## src/rtl/jr_hazard_ctrl.sv

```systemverilog
`default_nettype none
// ============================================================================
//  Module   : jr_hazard_ctrl
//  Purpose  : ID-stage jump-register (JR/JALR) resolution controller for a
//             5-stage MIPS pipeline. Compares the JR source register against
//             in-flight writers in EX and MEM, selects the ID-stage forwarding
//             source, stalls the front end while a load result is not yet
//             forwardable, then issues a one-cycle redirect strobe and flushes
//             the wrong-path fetch. Counts JR stall cycles (saturating).
//  Ports    : clk_i, reset_n_i (sync, active-low)
//             id_valid_i, id_is_jr_i, id_rs_addr_i       - ID-stage JR request
//             ex_reg_write_i, ex_mem_read_i, ex_rd_addr_i    - EX producer
//             mem_reg_write_i, mem_mem_read_i, mem_rd_addr_i - MEM producer
//             ext_stall_i                                - global freeze
//             fwd_sel_o (00 RF, 01 EX, 10 MEM), stall_front_o, jr_take_o,
//             flush_ifid_o, busy_o, stall_count_o
//  Revision : 1.0 - initial release
// ============================================================================
module jr_hazard_ctrl #(
    parameter int FLUSH_SLOTS = 1,   // 1..3 cycles of flush after a redirect
    parameter int CNT_W       = 16   // stall performance counter width
) (
    input  logic             clk_i,
    input  logic             reset_n_i,
    input  logic             id_valid_i,
    input  logic             id_is_jr_i,
    input  logic [4:0]       id_rs_addr_i,
    input  logic             ex_reg_write_i,
    input  logic             ex_mem_read_i,
    input  logic [4:0]       ex_rd_addr_i,
    input  logic             mem_reg_write_i,
    input  logic             mem_mem_read_i,
    input  logic [4:0]       mem_rd_addr_i,
    input  logic             ext_stall_i,
    output logic [1:0]       fwd_sel_o,
    output logic             stall_front_o,
    output logic             jr_take_o,
    output logic             flush_ifid_o,
    output logic             busy_o,
    output logic [CNT_W-1:0] stall_count_o
);

    typedef enum logic [1:0] {
        ST_IDLE  = 2'd0,
        ST_STALL = 2'd1,
        ST_FLUSH = 2'd2
    } state_t;

    localparam logic [1:0]       C_FLUSH_LOAD = 2'(FLUSH_SLOTS);
    localparam logic [CNT_W-1:0] C_CNT_MAX    = {CNT_W{1'b1}};

    state_t           state_q, state_d;
    logic [1:0]       ctr_q, ctr_d;
    logic [CNT_W-1:0] stall_count_q;

    logic             w_jr_req;
    logic             w_ex_hit;
    logic             w_mem_hit;
    logic             w_ex_load;
    logic             w_mem_load;

    logic [1:0]       w_fwd_sel;
    logic             w_stall_front;
    logic             w_jr_take;
    logic             w_flush_ifid;

    assign w_jr_req  = id_valid_i & id_is_jr_i;
    assign w_ex_hit  = ex_reg_write_i  & (ex_rd_addr_i  != 5'd0) & (ex_rd_addr_i  == id_rs_addr_i);
    assign w_mem_hit = mem_reg_write_i & (mem_rd_addr_i != 5'd0) & (mem_rd_addr_i == id_rs_addr_i);

    // An EX hit shadows any MEM hit: the EX instruction holds the youngest
    // value of rs, so a load sitting in MEM behind an ALU writer in EX is
    // irrelevant and must not cause a stall.
    assign w_ex_load  = w_ex_hit & ex_mem_read_i;
    assign w_mem_load = ~w_ex_hit & w_mem_hit & mem_mem_read_i;

    always_comb begin
        state_d       = state_q;
        ctr_d         = ctr_q;
        w_fwd_sel     = 2'b00;
        w_stall_front = 1'b0;
        w_jr_take     = 1'b0;
        w_flush_ifid  = 1'b0;

        unique case (state_q)
            ST_IDLE: begin
                if (w_jr_req) begin
                    if (w_ex_load) begin
                        // Two bubbles: this cycle plus one in STALL.
                        w_stall_front = 1'b1;
                        ctr_d         = 2'd1;
                        state_d       = ST_STALL;
                    end else if (w_mem_load) begin
                        // Single bubble: stay in IDLE and re-evaluate once
                        // the load has moved on to WB.
                        w_stall_front = 1'b1;
                        ctr_d         = 2'd0;
                    end else begin
                        w_jr_take = 1'b1;
                        if (w_ex_hit) begin
                            w_fwd_sel = 2'b01;
                        end else if (w_mem_hit) begin
                            w_fwd_sel = 2'b10;
                        end
                        ctr_d   = C_FLUSH_LOAD;
                        state_d = ST_FLUSH;
                    end
                end
            end
            ST_STALL: begin
                w_stall_front = 1'b1;
                ctr_d         = ctr_q - 2'd1;
                if (ctr_q <= 2'd1) begin
                    state_d = ST_IDLE;
                end
            end
            ST_FLUSH: begin
                // Any JR seen here is on the wrong path and is ignored.
                w_flush_ifid = 1'b1;
                ctr_d        = ctr_q - 2'd1;
                if (ctr_q <= 2'd1) begin
                    state_d = ST_IDLE;
                end
            end
            default: begin
                state_d = ST_IDLE;
                ctr_d   = 2'd0;
            end
        endcase

        // Global freeze: hold all sequencing state and suppress the
        // single-shot strobes so they fire once the pipeline moves again.
        if (ext_stall_i) begin
            state_d      = state_q;
            ctr_d        = ctr_q;
            w_jr_take    = 1'b0;
            w_flush_ifid = 1'b0;
        end
    end

    always_ff @(posedge clk_i) begin
        if (!reset_n_i) begin
            state_q       <= ST_IDLE;
            ctr_q         <= 2'd0;
            stall_count_q <= '0;
        end else begin
            state_q <= state_d;
            ctr_q   <= ctr_d;
            if (w_stall_front && !ext_stall_i && (stall_count_q != C_CNT_MAX)) begin
                stall_count_q <= stall_count_q + CNT_W'(1);
            end
        end
    end

    // Outputs are held quiet while reset is asserted, even though the
    // request decode above still sees live pipeline inputs.
    assign fwd_sel_o     = reset_n_i ? w_fwd_sel : 2'b00;
    assign stall_front_o = reset_n_i & w_stall_front;
    assign jr_take_o     = reset_n_i & w_jr_take;
    assign flush_ifid_o  = reset_n_i & w_flush_ifid;
    assign busy_o        = reset_n_i & (state_q != ST_IDLE);
    assign stall_count_o = reset_n_i ? stall_count_q : '0;

endmodule
`default_nettype wire

```

## config.mk

```make
export PLATFORM = sky130hd
export DESIGN_NAME = jr_hazard_ctrl
export DESIGN_NICKNAME = d
export VERILOG_FILES = /design/src/rtl/jr_hazard_ctrl.sv
export SDC_FILE = /design/constraint.sdc
export NUM_CORES = 1
export LEC_CHECK = 0
export ABC_AREA = 1
export BUFFER_PORTS_ARGS = -buffer_cell sky130_fd_sc_hd__buf_2
export CAP_MARGIN = 15
export CORE_UTILIZATION = 59
export CTS_BUF_LIST = sky130_fd_sc_hd__clkbuf_8
export CTS_CLUSTER_DIAMETER = 80
export CTS_CLUSTER_SIZE = 28
export DETAILED_ROUTE_END_ITERATION = 8
export MAX_ROUTING_LAYER = met4
export PLACE_DENSITY = 0.88
export SYNTH_ARGS = -nofsm -noshare
export SYNTH_HDL_FRONTEND = slang
export SYNTH_SLANG_ARGS = --single-unit
```

## constraint.sdc

```tcl
create_clock -name clk_i -period 3 [get_ports clk_i]
set_clock_uncertainty 0.2 [all_clocks]
set_input_delay 0.15 -clock clk_i [delete_from_list [all_inputs] [get_ports clk_i]]
set_output_delay 0.15 -clock clk_i [all_outputs]
set_load 0.005 [all_outputs]
```

# Word-level counts from Yosys, hierarchy flattened
# Index checks and enable logic that the tools add are counted.
# totals
reg_bits	20
latchBits	0
ramBits	0
mem_bits_ro	0
in_bits	24
out_inout_bits	22
wordCells	66
memories	0
# op_classes
n_addsub	2
mul	0
div	0
order_cmp	1
eq_ne	8
shift	0
muxes	28
bitwise	14
n_reduce_logical	10
# op_table
operator	n
$mux W2	12
$add A16 B1 Y16 const B	1
$mux W16	1
$ne A16 B16 Y1 const B	1
$and A1 B1 Y1	12
$mux W1	12
$eq A5 B5 Y1	2
$reduce_bool A5 Y1	2
$pmux W2 S2	2
$reduce_and A4 Y1	1
$ne A3 B3 Y1 const B	1
$eq A2 B1 Y1 const B	1
$eq A2 B2 Y1 const B	1
$le A2 B1 Y1 const B	1
$logic_and A1 B1 Y1	2
$logic_not A2 Y1	1
$ne A2 B1 Y1 const B	1
$ne A2 B2 Y1 const B	1
$not A1 Y1	2
$pmux W1 S2	1
$reduce_and A2 Y1	1
$reduce_bool A2 Y1	1
$reduce_or A2 Y1	1
$sub A2 B1 Y2 const B	1
$logic_not A1 Y1	1

# Logic depth before layout (Yosys ltp)
# Gate-level depths: netlist (run 1).
# depth
depth_word	12
mapped_depth	14
ltp_nobuf	13

# Least setup slack after synthesis (run 1)
# OpenSTA, ideal clock, no wires.
# synth_path
kind	flip-flop to flip-flop
start	register stall_count_q[0]
end	register stall_count_q[13]
setup_ns	0.136
arrival_ns	1.537
required_ns	2.664
setup_slack_ns	1.126
stages_incl_launch_ff	10
path_buffers	1
synth_period_minus_slack_ns	1.874
path_cell_list	dfxtp_1 ha_1 nand2_1 nor2_4 nand2_2 nor3_4 a21oi_4 buf_2 nand3_1 a21oi_2
# synth_between
elab_chain_len	2
elab_cells_between_ends	3
cone_classes	1 x add/sub; 1 x eq/ne; 1 x reduce/logical
# synth_lines
element	line	rtl
from (decl)	54	logic [CNT_W-1:0] stall_count_q;
from (signal assigned)	150	stall_count_q <= stall_count_q + CNT_W'(1);
branches (longest 2 deep; another with $add A16 B1 Y16)	--	
# Several ways; the timed one is not identified.
# A chain may end at the register's enable or synchronous reset.

# Worst setup path in the final report (run 1)
# layout_path
start	register stall_count_q[0]
end	register stall_count_q[3]
# The elaborated chain is that of the path after synthesis.

==> results.toml, run 1 <==
[power]
p_switching_uw = 138
peakVddDrop_mv = 0.333
p_total_uw = 526
pwr-share-seq_pct = 51.5
power.leakage_uw = 0.00104
combPwrFrac_pct = 15.5
clockPowerShare_pct = 33.0
swShare_pct = 26.3
power_density_nw_per_um2 = 272
p_int_uw = 388

[clock_tree]
cts-root-buf = "clkbuf_8"
cts_buffers = 3
clock_latency_ns = 0.26
path_clk_slew_ns = 0.07
ctsResizeCount = 0
max-clock-path-buffers = 2
clock-sinks = 20
postCtsSetupBuffers = 0
cts_max_level = 1
cts_tree = "yes"
cts.hold.buffers_added = 0

[setup_path]
critical_path.max_fanout = 17
crit-reg2reg-launch = "stall_count_q[0]"
worstRegToRegCells = 9
crit_arrival_ns = 2.13
required_ns = 2.98
worst-setup-path-type = "reg -> reg"
endpoint_kind = "register"
timing.rr.end = "stall_count_q[3]"
rrSetupSlack_ns = 0.84
startpoint = "stall_count_q[0]"
start_kind = "register"

[yosys]
ys_ff_latch = 20
synth-compound-area-share_pct = 11.5
synthAdderAreaFrac_pct = 4.45
synth_top_area_share_pct = 23.7
synthTopCellsByArea = "dfxtp_1, nand2_1, inv_1"
yosys-mux-area-fraction_pct = 0
synth_nets = 294
yosysTopAreaCell = "dfxtp_1"
synthFlopType = "dfxtp_1"
synth_edf_count = 0
synthCells = 264
ys_seq_area_share_pct = 23.7
synth_top_family_by_area = "simple AND/OR/NAND/NOR gates"
synthSimpleGateAreaFrac_pct = 40.1
yosysUniqueCellTypes = 31
yosysMostFrequentCell = "nand2_1"
synth_top_cells_by_count = "nand2_1, inv_1, nand3_1, nor2_1, dfxtp_1"
synth_area_per_cell_sq_um = 6.39
yosys_warnings = 0
async_flop_share_pct = 0
synth_xor_area_share_pct = 7.27
syn_area_sq_um = 1690

[sta]
max_freq_mhz = 464
tns_ns = 0
finalHoldViolations = 0
finalMaxSlewViolations = 0
tightest_slew_ns = 0.810
finalCriticalPeriod_ns = 2.16
finalSetupViolCount = 0
rsz0062_at_grt = "no"
min_period_over_period_pct = 71.8
maxSlewHeadroom_pct = 46.0

[run_status]
status = "finished clean"

[routing]
wl_um = 3490
via_count = 1723
dr.pass1.iters = 4
drc = 0
ant_nets = 0
drt-initial-drc-count = 68
wire_per_inst_um = 10.5
via_per_inst = 5.16

[final_layout]
drive_gt1_share_pct = 27.4
regArea_sq_um = 400
multi_input_area_sq_um = 1070
fill_cells = 228
antenna_cells = 0
area_delta_synth_final_pct = 14.7
fin_nets = 335
final_util_pct = 70.8

[global_route]
gr-total-overflow = 0
grt_pass1_wl_um = 6270
first_global_vias = 1469
grt_use_total_pct = 25.1
antenna_found_initial = 0
grt_max_degree = 22

[hold_path]
hold_end = "state_q[1]"
hp-start = "reset_n_i"
hold_path_class = "in -> reg"
whs_path_depth = 3

[floorplan]
fp.dieH_um = 55.5
dieArea_sq_um = 3080
io_pins = 46
die_w_um = 55.5
start_util_pct = 61.7
rows = 19
coreArea_sq_um = 2730

[placement]
place.gp.congestion = 0.860
dp_hpwl_um = 2640
io_buffers = 45

[run]
cap_violations = 0
## per-stage QoR
stage,hold WS [ns],std cells,setup WS (ns),instance area [sq um]
floorplan,0.0968,264,1.13,1690
global placement,0.255,331,0.962,1890
detailed placement,0.261,331,0.855,1890
CTS,0.112,334,0.844,1930
global route,0.145,334,0.629,1930
finish,0.109,334,0.845,1930
## power groups by stage
stage,clock network (uW),registers [uW],logic [uW]
2_1_floorplan,0,276,51.8
3_3_place_gp,0,277,78.7
3_5_place_dp,0,277,81.1
4_1_cts,175,271,81.5
5_1_grt,188,271,93.8
6_report,174,271,81.5
## state kept, by name (all words and copies together) (netlist names)
| signal | flops |
|---|---|
| stall_count_q | 16 |
| ctr_q | 2 |
| state_q | 2 |
## cells in the final DEF (no fill, tap or decap)
cell type / instances
a21o_1: 1
a21oi_1: 11
a21oi_2: 10
a21oi_4: 1
buf_2: 45
clkbuf_8: 3
dfxtp_1: 20
ha_1: 6
inv_1: 41
inv_2: 2
nand2_1: 68
nand2_2: 14
nand2_4: 2
nand3_1: 23
nand3_2: 2
nand4_1: 3
nor2_1: 22
nor2_2: 2
nor2_4: 1
nor3_1: 4
nor3_4: 1
nor3b_1: 1
nor4_1: 1
o21a_1: 1
o21ai_0: 3
o21ai_1: 1
xnor2_1: 4
xor2_1: 10
## layer usage
layer / track usage (%) / wire length, um
met1: 33.7 / 1640
met2: 41.0 / 1680
met3: 2.81 / 147
met4: 5.36 / 23
met5: - / 0
## worst max-delay path by stage
stage / to / slack, ns / cells past startpoint
after floorplan: stall_count_q[13] / 1.13 / 9
after global placement: stall_count_q[5] / 0.96 / 9
after detailed placement: stall_count_q[3] / 0.85 / 9
after CTS: stall_count_q[3] / 0.84 / 9
after global routing: stall_count_q[5] / 0.63 / 9
final: stall_count_q[3] / 0.84 / 9
## final cells by class
cell class	instances	share of cell area (%)
sequential	20	20.7
multi-input combinational	192	55.2
inverter	43	8.34
tap	31	2.01
timing repair buffer	45	11.6
clock buffer	3	2.13
## critical path, cell delays in order (launching register included)
cell	delay (ns)
dfxtp_1	0.40
ha_1	0.22
nand2_1	0.10
nor2_4	0.15
nand2_2	0.09
nor3_4	0.23
a21oi_4	0.20
nand2_4	0.27
nand2_1	0.08
a21oi_1	0.13
## logic make-up (layout without fill, tap and decap cells)
logic type                 count (synthesis)  in the layout
and+or+nand+nor                          144            144
AOI/OAI and AO/OA                         28             28
buffers and inverters                     52             91
adders and majority gates                  6              6
xor gates and xnor gates                  14             14
DFF                                       20             20
Note: power is estimated with default switching activity, not from simulation.
==> run 2: changes to the inputs <==
- CORE_UTILIZATION: 59 -> 49
- PLACE_DENSITY: 0.88 -> 0.78
- clock period: 3 -> 1.8 ns (I/O delays scaled with it)
==> run 2 against run 1 <==
  * The run now ends with setup timing left
  * Power grew 76%
  * Via count grew 7.4%
  * Non-clock buffer count grew 28
  * Critical path type unchanged
  * Largest cell class unchanged
==> results.toml, run 2 (synthesized netlist as in run 1, its figures left out) <==
[clock_tree]
cts-root-buf = "clkbuf_8"
cts_buffers = 3
max-clock-path-buffers = 2
clock_latency_ns = 0.27
cts_tree = "yes"
clock-sinks = 20
cts.hold.buffers_added = 0
cts_max_level = 1
path_clk_slew_ns = 0.07

[floorplan]
start_util_pct = 53.5
fp.dieH_um = 60.7
coreArea_sq_um = 3150
rows = 20
io_pins = 46
dieArea_sq_um = 3680
die_w_um = 60.7

[setup_path]
worstRegToRegCells = 9
required_ns = 1.81
worst-setup-path-type = "reg -> reg"
endpoint_kind = "register"
timing.rr.end = "stall_count_q[12]"
critical_path.max_fanout = 7
rrSetupSlack_ns = -0.06
start_kind = "register"
crit_arrival_ns = 1.87
crit-reg2reg-launch = "stall_count_q[1]"

[placement]
place.gp.congestion = 0.834
dp_hpwl_um = 2890
io_buffers = 45

[final_layout]
drive_gt1_share_pct = 40.5
fin_nets = 364
top_register = "stall_count_q"
final_cell_mix = "nand2_1, buf_2, inv_1"
final_util_pct = 72.6
reg_top3 = "stall_count_q: 16 flops, ctr_q: 2 flops, state_q: 2 flops"
largest_register_ffs = 16
final_common_cell = "nand2_1"
area_delta_synth_final_pct = 35.7
antenna_cells = 0

[sta]
finalSetupViolCount = 15
finalHoldViolations = 0
rsz0062_at_grt = "yes"
finalCriticalPeriod_ns = 1.86
maxSlewHeadroom_pct = 71.8
min_period_over_period_pct = 103
tightest_slew_ns = 0.422
finalMaxSlewViolations = 0
final.setup.worst_slack_ns = -0.0620
max_freq_mhz = 537
holdWs_ns = 0.0652

[hold_path]
whs_path_depth = 4
hp-start = "ext_stall_i"
hold_end = "stall_count_q[1]"
hold_path_class = "in -> reg"

[power]
power_density_nw_per_um2 = 404
p_int_uw = 664
combPwrFrac_pct = 17.9
power.leakage_uw = 0.00120
peakVddDrop_mv = 0.462
swShare_pct = 28.3
clockPowerShare_pct = 33.4
pwr-share-seq_pct = 48.6
p_switching_uw = 262

[routing]
wl_um = 4440
via_count = 1851
ant_nets = 0
drt-initial-drc-count = 71
wire_per_inst_um = 11.8
drc = 0
via_per_inst = 4.91
dr.pass1.iters = 4

[run]
cap_violations = 0

[global_route]
grt_max_degree = 20
antenna_found_initial = 0
first_global_vias = 1636
gr-total-overflow = 0
grt_use_total_pct = 24.3
grt_pass1_wl_um = 6560

[run_status]
violations = "setup timing"
status = "finished with violations"
## run 2: layout make-up
type | instances | area, sq um
Inverter | 43 | 161
Timing Repair Buffer | 73 | 447
Clock inverter | 1 | 3.75
Tap cell | 44 | 55.1
Clock buffer | 3 | 41.3
Fill cell | 262 | 865
Sequential cell | 20 | 409
Multi-Input combinational cell | 193 | 1170
## run 2: what timing repair did
item / CTS / global route
cloned: 0 / 2
setup buffers: 0 / 2
endpoints found under the setup margin: 20 / 21
endpoints found under the hold margin: 0 / 0
pin swaps: 2 / 6
resized for setup: 5 / 20
## run 2: how the worst max path moves through the flow
stage / cells past startpoint / end / startpoint / slack (ns)
3_3_place_gp: 9 / stall_count_q[12] / stall_count_q[1] / 0.06
4_1_cts: 7 / fwd_sel_o[0] / state_q[1] / 0.01
5_1_grt: 9 / stall_count_q[15] / stall_count_q[1] / -0.14
6_report: 9 / stall_count_q[12] / stall_count_q[1] / -0.06
3_5_place_dp: 9 / stall_count_q[12] / stall_count_q[1] / 0.004
2_1_floorplan: 11 / stall_count_q[0] / stall_count_q[4] / 0.002
## run 2: metal layers
layer	routed length, um	GRT usage, %
met1	1910	28.9
met2	2220	41.4
met3	206	2.99
met4	102	9.74
met5	0	-
## run 2: stage by stage
step | instances | cell area (sq um) | setup TNS [ns] | setup slack [ns] | total power (uW)
2_1_floorplan | 264 | 1710 | 0 | 0.00220 | 547
5_1_grt | 377 | 2290 | -1.84 | -0.139 | 972
3_3_place_gp | 369 | 2120 | 0 | 0.0571 | 601
4_1_cts | 373 | 2190 | 0 | 0.0104 | 899
3_5_place_dp | 369 | 2120 | 0 | 0.00404 | 603
6_report | 377 | 2290 | -0.600 | -0.0620 | 925
## run 2: critical path, stage by stage, from the launching register on
cell and delay (ns):
dfxtp_4 0.36, ha_4 0.16, nand2_2 0.08, nor2_4 0.04, nand2_2 0.09, nor3_4 0.07
a21oi_4 0.35, buf_6 0.20, nand3_1 0.10, a21oi_2 0.15
## run 2: power groups by stage
stage	clock network [uW]	registers (uW)	logic, uW
floorplan	0	459	88.1
global placement	0	459	141
detailed placement	0	460	143
CTS	298	450	151
global route	334	451	186
finish	309	450	166
==> run 3: changes to the inputs <==
- clock period: 1.8 -> 1.7 ns (I/O delays scaled with it)
==> run 3 against run 2 <==
  * Critical path depth stayed put
  * Fmax is 3.8% higher
  * Final cell count is 3.2% higher
  * Utilization is 5.6 points higher
  * Final area is 7.7% higher
  * Clock power is 2% higher
  * First-iteration DRC count is 32% higher
  * Largest power group unchanged
  * The run still ends with setup timing left
  * Global-route usage is 1.5 points higher
==> results.toml, run 3 (synthesized netlist as in run 1, its figures left out) <==
[sta]
tightest_slew_ns = 0.357
finalSetupViolCount = 16
finalMaxSlewViolations = 0
holdWs_ns = 0.141
rsz0062_at_grt = "yes"
min_period_over_period_pct = 106
maxSlewHeadroom_pct = 76.2
finalHoldViolations = 0
max_freq_mhz = 557
final.setup.worst_slack_ns = -0.0946
tns_ns = -0.815
finalCriticalPeriod_ns = 1.79

[setup_path]
endpoint_kind = "register"
critPathTopFamily = "compound AO/OA/AOI/OAI gates"
rrSetupSlack_ns = -0.09
cp_common_cell = "nand2_4"
timing.rr.end = "stall_count_q[7]"
required_ns = 1.70
worstRegToRegCells = 9
worst-setup-path-type = "reg -> reg"
critical_path.max_fanout = 5
cp_num_buf_inv = 1
crit_slowest_cell = "dfxtp_4"
slowest_delay_ns = 0.37
path_cells = "ha_4 > nand2_4 > nor2_4 > nand2_4 > nor3_4 > a21oi_4 > buf_4 > nand3_1 > a21oi_1"
crit-reg2reg-launch = "stall_count_q[1]"
start_kind = "register"
crit_arrival_ns = 1.79

[final_layout]
final_util_pct = 78.1
final_cell_mix = "nand2_1, buf_2, inv_1"
fin_cells = 389
antenna_cells = 0
drive_gt1_share_pct = 47.5
final_common_cell = "nand2_1"
fin_nets = 376
final_cell_area_sq_um = 2460
area_delta_synth_final_pct = 46.1
largest_register_ffs = 16
reg_top3 = "stall_count_q: 16 flops, ctr_q: 2 flops, state_q: 2 flops"
top_register = "stall_count_q"

[routing]
dr_wl_met2_um = 2380
drt-initial-drc-count = 94
drc = 0
via_per_inst = 4.92
wire_per_inst_um = 11.8
via_count = 1913
dr.pass1.iters = 4
top_layer = "met4"
ant_nets = 0
wl_met3_um = 162
wl_um = 4610
met1_length_um = 2010

[floorplan]
start_util_pct = 53.5
rows = 20
coreArea_sq_um = 3150
fp.dieH_um = 60.7
dieArea_sq_um = 3680
die_w_um = 60.7
io_pins = 46

[run_status]
status = "finished with violations"
violations = "setup timing"

[power]
power_density_nw_per_um2 = 396
combPwrFrac_pct = 18.9
p_int_uw = 709
clockPowerShare_pct = 32.3
p_switching_uw = 266
pwr-share-seq_pct = 48.8
peakVddDrop_mv = 0.525
swShare_pct = 27.3
power.leakage_uw = 0.00129

[global_route]
gr-total-overflow = 0
grt_use_total_pct = 25.8
first_global_vias = 1732
grt_pass1_wl_um = 7000
antenna_found_initial = 0
grt_max_degree = 22

[placement]
dp_hpwl_um = 3120
dpl.cell_count = 378
io_buffers = 45
place.gp.congestion = 0.828
placed_cell_area_sq_um = 2190

[clock_tree]
cts_buffers = 3
clock_latency_ns = 0.26
cts-root-buf = "clkbuf_8"
clock-sinks = 20
cts_max_level = 1
max-clock-path-buffers = 2
path_clk_slew_ns = 0.08
cts_tree = "yes"

[hold_path]
hold_path_class = "in -> reg"
whs_path_depth = 4
hold_end = "ctr_q[0]"
hp-start = "ext_stall_i"

[run]
cap_violations = 0
run 3: cell count changes in the layout (fill, tap and decap cells not counted), sizes merged:
cell and delta:
clkbuf +1, buf +10, dlygate4sd3 +1
run 3: what timing repair did:
action / 4_1_cts / 5_1_grt
setup buffers: 2 / 2
gates resized for setup: 19 / 28
cloned: 0 / 2
hold buffers: 1 / 0
hold endpoints to repair: 1 / 0
endpoints found under the setup margin: 20 / 23
pin swaps: 12 / 14
run 3: worst max-delay path by stage:
stage,depth (start not counted),slack (ns),start,end
final,9,-0.09,stall_count_q[1],stall_count_q[7]
after global routing,8,-0.16,stall_count_q[6],stall_count_q[7]
after CTS,9,-0.008,stall_count_q[1],stall_count_q[13]
after detailed placement,9,-0.05,stall_count_q[1],stall_count_q[12]
after global placement,9,-0.01,stall_count_q[1],stall_count_q[12]
after floorplan,10,-0.09,stall_count_q[1],stall_count_q[0]
run 3: through the flow:
stage	setup slack (ns)	power (uW)
after floorplan	-0.0896	579
final	-0.0946	975
after global routing	-0.165	1030
after CTS	-0.00815	974
after detailed placement	-0.0526	644
after global placement	-0.0145	640
run 3: power groups by stage:
stage          registers, uW  logic [uW]  clock network [uW]
2_1_floorplan            486        93.3                   0
3_3_place_gp             485         155                   0
3_5_place_dp             486         159                   0
4_1_cts                  475         170                 329
5_1_grt                  476         208                 350
6_report                 476         184                 315
run 3: worst reg2reg max path, cell delays in order, from the launching register on:
cell	delay (ns)
dfxtp_4	0.37
ha_4	0.17
nand2_4	0.07
nor2_4	0.04
nand2_4	0.07
nor3_4	0.05
a21oi_4	0.32
buf_4	0.21
nand3_1	0.09
a21oi_1	0.15
run 3: layout make-up:
cell class                 count  area (sq um)
sequential                    20           412
clock buffer                   3          41.3
inverter                      43           161
tap                           44          55.1
fill                         238           689
clock inverter                 1          3.75
timing repair buffer          85           546
multi-input combinational    193          1240
run 3: per-layer routing:
layer,track usage [%],vias up
li1,-,982
met1,27.6,878
met3,4.48,8
met4,8.12,0
met5,-,-
met2,47.7,45
